$ cat src/rtl/yblock_cfg_loader.sv
// Host config-word to block shift sequencer; optional bottom-row readback (READBACK_EN).
// Latency: word accepted at edge t -> cbitout at t+1, confclk high STROBE_CYCLES cycles, idle again 3+STROBE_CYCLES edges later.
// Backpressure: in_ready low while a shift is in flight, and (READBACK_EN) while rd_valid holds unread data.
module yblock_cfg_loader #(
   parameter int BLOCKWIDTH    = 8,
   parameter int BLOCKHEIGHT   = 8,
   parameter int CELLBITS      = 2,
   parameter int STROBE_CYCLES = 2
) (
   input  logic                                    clk,
   input  logic                                    reset_n,
   input  logic                                    in_valid,
   output logic                                    in_ready,
   input  logic [BLOCKWIDTH-1:0]                   in_data,
   output logic [BLOCKWIDTH-1:0]                   cbitout,
   output logic                                    confclk,
   input  logic [BLOCKWIDTH-1:0]                   cbitin,
   output logic                                    rd_valid,
   input  logic                                    rd_ready,
   output logic [BLOCKWIDTH-1:0]                   rd_data,
   output logic [$clog2(BLOCKHEIGHT*CELLBITS)-1:0] shift_count,
   output logic                                    frame_done
);

   localparam int SHIFTS = BLOCKHEIGHT * CELLBITS;
   localparam int CNTW   = $clog2(SHIFTS);
   localparam int STRW   = $clog2(STROBE_CYCLES + 1);

   typedef enum logic [1:0] {
      IDLE   = 2'd0,
      SETUP  = 2'd1,
      STROBE = 2'd2,
      HOLD   = 2'd3
   } state_t;

   state_t                state, state_n;
   logic [STRW-1:0]       strb_cnt, strb_cnt_n;
   logic [BLOCKWIDTH-1:0] cbit_n;
   logic [CNTW-1:0]       cnt_n;
   logic                  done_n;
   logic                  rdv_n;
   logic [BLOCKWIDTH-1:0] rdd_n;
   logic                  rdy_n;

`ifndef READBACK_EN
   // Readback inputs are intentionally dead in this build.
   logic unused_rb;
   assign unused_rb = ^{cbitin, rd_ready};
`endif

   // Next-state and next-output computation; every output is registered below.
   always_comb begin
      state_n    = state;
      strb_cnt_n = strb_cnt;
      cbit_n     = cbitout;
      cnt_n      = shift_count;
      done_n     = 1'b0;
      rdv_n      = 1'b0;
      rdd_n      = '0;
`ifdef READBACK_EN
      rdv_n = rd_valid;
      rdd_n = rd_data;
      if (rd_valid && rd_ready) begin
         rdv_n = 1'b0;
      end
`endif
      case (state)
         IDLE: begin
            if (in_valid && in_ready) begin
               cbit_n  = in_data;
               state_n = SETUP;
            end
         end
         SETUP: begin
            strb_cnt_n = '0;
            state_n    = STROBE;
         end
         STROBE: begin
            if (strb_cnt == STRW'(STROBE_CYCLES - 1)) begin
               state_n = HOLD;
            end else begin
               strb_cnt_n = strb_cnt + STRW'(1);
            end
         end
         HOLD: begin
            state_n = IDLE;
            if (shift_count == CNTW'(SHIFTS - 1)) begin
               cnt_n  = '0;
               done_n = 1'b1;
            end else begin
               cnt_n = shift_count + CNTW'(1);
            end
`ifdef READBACK_EN
            // The block's outgoing bits have settled by the end of HOLD.
            rdv_n = 1'b1;
            rdd_n = cbitin;
`endif
         end
         default: state_n = IDLE;
      endcase
      // Ready only in IDLE and never while a readback word is pending.
      rdy_n = (state_n == IDLE) && !rdv_n;
   end

   // State and registered outputs; reset drops confclk and abandons any partial shift.
   always_ff @(posedge clk) begin
      if (!reset_n) begin
         state       <= IDLE;
         strb_cnt    <= '0;
         cbitout     <= '0;
         confclk     <= 1'b0;
         in_ready    <= 1'b0;
         rd_valid    <= 1'b0;
         rd_data     <= '0;
         shift_count <= '0;
         frame_done  <= 1'b0;
      end else begin
         state       <= state_n;
         strb_cnt    <= strb_cnt_n;
         cbitout     <= cbit_n;
         confclk     <= (state_n == STROBE);
         in_ready    <= rdy_n;
         rd_valid    <= rdv_n;
         rd_data     <= rdd_n;
         shift_count <= cnt_n;
         frame_done  <= done_n;
      end
   end

endmodule

$ cat config.mk
export PLATFORM = sky130hd
export DESIGN_NAME = yblock_cfg_loader
export DESIGN_NICKNAME = d
export VERILOG_FILES = /design/src/rtl/yblock_cfg_loader.sv
export SDC_FILE = /design/constraint.sdc
export NUM_CORES = 1
export LEC_CHECK = 0
export CAP_MARGIN = 20
export CORE_MARGIN = 2
export CORE_UTILIZATION = 42
export DETAILED_ROUTE_END_ITERATION = 8
export GPL_ROUTABILITY_DRIVEN = 1
export GPL_TIMING_DRIVEN = 0
export PLACE_DENSITY_LB_ADDON = 0.2
export SYNTH_ARGS = -nofsm -noshare
export SYNTH_HDL_FRONTEND = slang
export SYNTH_SLANG_ARGS = --single-unit
$ cat constraint.sdc
create_clock -name clk -period 3.6 [get_ports clk]
set_input_delay 0.72 -clock clk [delete_from_list [all_inputs] [get_ports clk]]
set_output_delay 0.72 -clock clk [all_outputs]
set_load 0.05 [all_outputs]
==> impl_results.html <==
<table>
<tr><th>Metric</th><th>Value</th></tr>
<tr><th colspan="2">Floorplanning</th></tr>
<tr><td>Die area</td><td>0.00253 mm2</td></tr>
<tr><td>Row count</td><td>16</td></tr>
<tr><td>Core Area</td><td>0.00200 mm2</td></tr>
<tr><td>Die X-Extent</td><td>50.3 um</td></tr>
<tr><td>Height of the die</td><td>50.3 um</td></tr>
<tr><td>Initial core utilization</td><td>45.1%</td></tr>
<tr><td>IO Pins</td><td>44</td></tr>
<tr><th colspan="2">Synthesis</th></tr>
<tr><td>Cell with the most instances after synthesis</td><td>sky130_fd_sc_hd__dfxtp_1</td></tr>
<tr><td>Area leader, netlist</td><td>sky130_fd_sc_hd__dfxtp_1</td></tr>
<tr><td>Share of synthesized area occupied by flip-flops and latches</td><td>42.2%</td></tr>
<tr><td>Warnings, synthesis</td><td>0</td></tr>
<tr><td>Proportion of register bits with asynchronous set or reset after synthesis</td><td>0%</td></tr>
<tr><td>Count of flip-flops with a built-in enable after synthesis</td><td>0</td></tr>
<tr><td>Seq cells post-synth</td><td>19</td></tr>
<tr><td>Top post-synthesis cells by count</td><td>sky130_fd_sc_hd__dfxtp_1 (19), sky130_fd_sc_hd__buf_4 (10), sky130_fd_sc_hd__mux2i_1 (10)</td></tr>
<tr><td>Cell variety after synth</td><td>23</td></tr>
<tr><td>Post-Syn Area per Cell</td><td>10.0 um2</td></tr>
<tr><td>Cell count after synthesis</td><td>90</td></tr>
<tr><td>Top-area cell type share of the netlist area</td><td>42.2%</td></tr>
<tr><td>Mapped Area</td><td>902 um2</td></tr>
<tr><td>Flip-flop cell with the highest count after synthesis</td><td>sky130_fd_sc_hd__dfxtp_1</td></tr>
<tr><td>Most area-consuming cells after synthesis</td><td>sky130_fd_sc_hd__dfxtp_1 (42%), sky130_fd_sc_hd__mux2i_1 (11%), sky130_fd_sc_hd__ha_1 (9.7%)</td></tr>
<tr><th colspan="2">STA</th></tr>
<tr><td>Max-slew violation total from the final report</td><td>0</td></tr>
<tr><td>Setup clock skew after layout</td><td>0.00124 ns</td></tr>
<tr><td>Smallest hold slack</td><td>0.509 ns</td></tr>
<tr><td>Setup repair after global routing missed its margin</td><td>no</td></tr>
<tr><td>Final TNS setup</td><td>0 ns</td></tr>
<tr><td>Relative slew slack</td><td>66.6%</td></tr>
<tr><td>Max frequency</td><td>438 MHz</td></tr>
<tr><td>Setup violations, final</td><td>0</td></tr>
<tr><td>Slew at the pin with the worst max-slew slack</td><td>0.499 ns</td></tr>
<tr><td>Hold Fails Final Rpt</td><td>0</td></tr>
<tr><td>Final period util</td><td>63.5%</td></tr>
<tr><td>Final Critical Period</td><td>2.29 ns</td></tr>
<tr><th colspan="2">Worst setup path</th></tr>
<tr><td>Critical register-to-register path startpoint</td><td>state[0]$_SDFF_PN0_</td></tr>
<tr><td>Crit Path Category</td><td>reg2out</td></tr>
<tr><td>Cell with the largest stage delay on the worst path</td><td>sky130_fd_sc_hd__clkdlybuf4s50_1</td></tr>
<tr><td>Top cell family by delay on the critical path</td><td>buffers and inverters</td></tr>
<tr><td>Biggest fanout along the worst timing path</td><td>4</td></tr>
<tr><td>Delay of the slowest cell on the worst path</td><td>0.84 ns</td></tr>
<tr><td>Worst setup startpoint</td><td>shift_count[2]$_SDFFE_PN0N_</td></tr>
<tr><td>CP Data Required Time</td><td>2.88 ns</td></tr>
<tr><td>Data arrival time of the critical path</td><td>1.57 ns</td></tr>
<tr><td>Endpoint kind of the worst setup timing path</td><td>output pin</td></tr>
<tr><td>Reg-to-reg setup timing slack</td><td>2.24 ns</td></tr>
<tr><td>Chain of cells forming the critical path</td><td>clkdlybuf4s50_1</td></tr>
<tr><td>Number of buffers and inverters on the critical path</td><td>1</td></tr>
<tr><td>Startpoint type of the worst setup path</td><td>flop</td></tr>
<tr><td>Capturing point of the worst reg2reg path</td><td>strb_cnt[0]$_SDFFE_PN0P_</td></tr>
<tr><td>Reg2reg path depth</td><td>5</td></tr>
<tr><th colspan="2">Global route</th></tr>
<tr><td>Global-route wire length before repair</td><td>2.65 mm</td></tr>
<tr><td>Via count of the first global-routing pass</td><td>630</td></tr>
<tr><td>Aggregate global routing overflow</td><td>0</td></tr>
<tr><td>Overall track demand over capacity in global routing</td><td>13.8%</td></tr>
<tr><td>Pin count of the biggest net entering global routing</td><td>11</td></tr>
<tr><td>Number of antenna violations at the first check in global routing</td><td>0</td></tr>
<tr><th colspan="2">Route</th></tr>
<tr><td>Routed wire length</td><td>1.59 mm</td></tr>
<tr><td>Count of antenna-violating nets left after detailed routing</td><td>0</td></tr>
<tr><td>Wirelength per Cell</td><td>10.3 um</td></tr>
<tr><td>TritonRoute pass-1 iters</td><td>3</td></tr>
<tr><td>Number of DRC violations after detailed-routing iteration 0</td><td>3</td></tr>
<tr><td>Routed via count divided by cell count</td><td>4.37</td></tr>
<tr><td>DRC Markers</td><td>0</td></tr>
<tr><td>Total number of vias</td><td>673</td></tr>
<tr><th colspan="2">Placed design</th></tr>
<tr><td>Placed Cells</td><td>150</td></tr>
<tr><td>Routability congestion estimate from global placement</td><td>0.670</td></tr>
<tr><td>Buffers on Ports</td><td>25</td></tr>
<tr><td>Post-place instance area</td><td>0.00122 mm2</td></tr>
<tr><td>Half-perimeter wire length after placement</td><td>1.18 mm</td></tr>
<tr><th colspan="2">Finish</th></tr>
<tr><td>Layout Cells excl Fill</td><td>154</td></tr>
<tr><td>Synthesis-to-layout area growth</td><td>37.7%</td></tr>
<tr><td>Diode count</td><td>0</td></tr>
<tr><td>Share of cells above drive strength 1</td><td>11.8%</td></tr>
<tr><td>Layout Utilization</td><td>62.1%</td></tr>
<tr><td>Summed area of non-filler cells in the final layout</td><td>0.00124 mm2</td></tr>
<tr><td>Total area of multi-input combinational cells</td><td>458 um2</td></tr>
<tr><td>Flip-flop and latch area</td><td>380 um2</td></tr>
<tr><td>Number of fill cells in the layout</td><td>184</td></tr>
<tr><td>Net count reported at finish</td><td>155</td></tr>
<tr><th colspan="2">Status</th></tr>
<tr><td>Result of the run</td><td>completed</td></tr>
<tr><th colspan="2">Power</th></tr>
<tr><td>Pwr per Cell Area</td><td>482 mW/mm2</td></tr>
<tr><td>Leakage Power</td><td>0.000555 uW</td></tr>
<tr><td>Maximum ir drop on the vdd rail</td><td>0.271 mV</td></tr>
<tr><th colspan="2">Clock network</th></tr>
<tr><td>Clock slew at reported path FFs</td><td>0.10 ns</td></tr>
<tr><td>TritonCTS clock tree</td><td>done</td></tr>
<tr><td>Sink count of the clock tree</td><td>19</td></tr>
<tr><td>CTS root buffer</td><td>sky130_fd_sc_hd__clkbuf_4</td></tr>
<tr><td>Post-CTS Repair Setup Buffers</td><td>0</td></tr>
<tr><td>Clock buffers created by TritonCTS</td><td>3</td></tr>
<tr><td>Hold buffers post-CTS</td><td>0</td></tr>
<tr><td>Maximum clock insertion buffer count</td><td>2</td></tr>
<tr><td>Maximum level of the CTS H-tree</td><td>1</td></tr>
<tr><td>Clock latency reported for the late side of the worst-skew pair</td><td>0.30 ns</td></tr>
<tr><td>Cts repair resizes</td><td>0</td></tr>
<tr><th colspan="2">Flow run</th></tr>
<tr><td>Max-cap viol count</td><td>0</td></tr>
<tr><th colspan="2">Worst hold path</th></tr>
<tr><td>Cell depth of the worst min-delay path</td><td>2</td></tr>
<tr><td>Worst Hold Class</td><td>reg2reg</td></tr>
<tr><td>Hold-critical path endpoint</td><td>frame_done$_SDFF_PN0_</td></tr>
<tr><td>Hold path startpoint</td><td>shift_count[3]$_SDFFE_PN0N_</td></tr>
</table>
[final cells by class]
class,count,area share [%]
Clock buffer,4,2.11
Buffer,10,6.04
Multi-Input combinational cell,64,36.9
Inverter,5,1.51
Tap cell,27,2.72
Timing Repair Buffer,25,20.1
Sequential cell,19,30.6
[worst register-to-register path, stage by stage, from the launching register on]
cell and delay (ns):
sky130_fd_sc_hd__dfxtp_1 0.42, sky130_fd_sc_hd__inv_1 0.11, sky130_fd_sc_hd__ha_1 0.22, sky130_fd_sc_hd__nand2b_1 0.16, sky130_fd_sc_hd__and3_1 0.18, sky130_fd_sc_hd__o21a_1 0.18
[registers in the layout (all words and copies together) (netlist names)]
name	cells
shift_count	4
cbitout	8
state	2
strb_cnt	2
confclk	1
in_ready	1
frame_done	1
[power by group]
part / switching, uW / internal [uW]
logic: 143 / 92.2
registers: 18.7 / 236
clock network: 64.7 / 43.2
total: 227 / 372
[how the worst max path moves through the flow]
stage | depth (start not counted) | slack [ns] | endpoint
finish | 1 | 1.31 | shift_count[2]
global route | 1 | 1.27 | shift_count[0]
CTS | 1 | 1.30 | shift_count[2]
detailed placement | 1 | 1.65 | shift_count[2]
global placement | 1 | 1.65 | shift_count[2]
floorplan | 4 | 2.17 | shift_count[2]$_SDFFE_PN0N_
[through the flow]
stage	total power [uW]	worst slack (ns)
after floorplan	433	2.17
after global placement	492	1.65
after detailed placement	497	1.65
after CTS	606	1.30
after global routing	635	1.27
final	598	1.31
[routing by layer]
metal / vias to the layer above / routed length, um / GRT usage (%)
li1: 349 / - / -
met1: 296 / 702 / 15.0
met4: 0 / 27 / 6.76
met2: 26 / 737 / 24.6
met3: 2 / 126 / 3.87
met5: - / 0 / 0
[placed cells by master (no fill, tap or decap)]
cell,n
sky130_fd_sc_hd__xnor2_1,1
sky130_fd_sc_hd__nand2_1,3
sky130_fd_sc_hd__clkbuf_4,3
sky130_fd_sc_hd__a21oi_1,2
sky130_fd_sc_hd__a21boi_0,1
sky130_fd_sc_hd__o311a_1,1
sky130_fd_sc_hd__and2_1,2
sky130_fd_sc_hd__inv_1,5
sky130_fd_sc_hd__and3_1,2
sky130_fd_sc_hd__nand2b_1,3
sky130_fd_sc_hd__o21ai_1,2
sky130_fd_sc_hd__mux2i_1,10
sky130_fd_sc_hd__clkdlybuf4s50_1,25
sky130_fd_sc_hd__nand2_2,1
sky130_fd_sc_hd__clkbuf_1,1
sky130_fd_sc_hd__nor2b_1,9
sky130_fd_sc_hd__dfxtp_1,19
sky130_fd_sc_hd__o21a_1,2
sky130_fd_sc_hd__conb_1,9
sky130_fd_sc_hd__ha_1,7
sky130_fd_sc_hd__nand3_1,2
sky130_fd_sc_hd__nand3b_1,1
sky130_fd_sc_hd__nand3_4,1
sky130_fd_sc_hd__buf_4,10
sky130_fd_sc_hd__nor3b_1,1
sky130_fd_sc_hd__nor2_1,4
[cell families (layout without fill, tap and decap cells)]
group           count (synthesis)  in the layout  synth area share (%)
fa+ha+maj                       7              7                  9.71
xor+xnor                        1              1                 0.971
other cells                     1              9                 0.416
buf+inv                        15             44                  10.4
compound gates                  8              8                  5.83
mux                            10             10                  11.1
flops                          19             19                  42.2
simple gates                   29             29                  19.4
(Power assumes the default switching activity.)
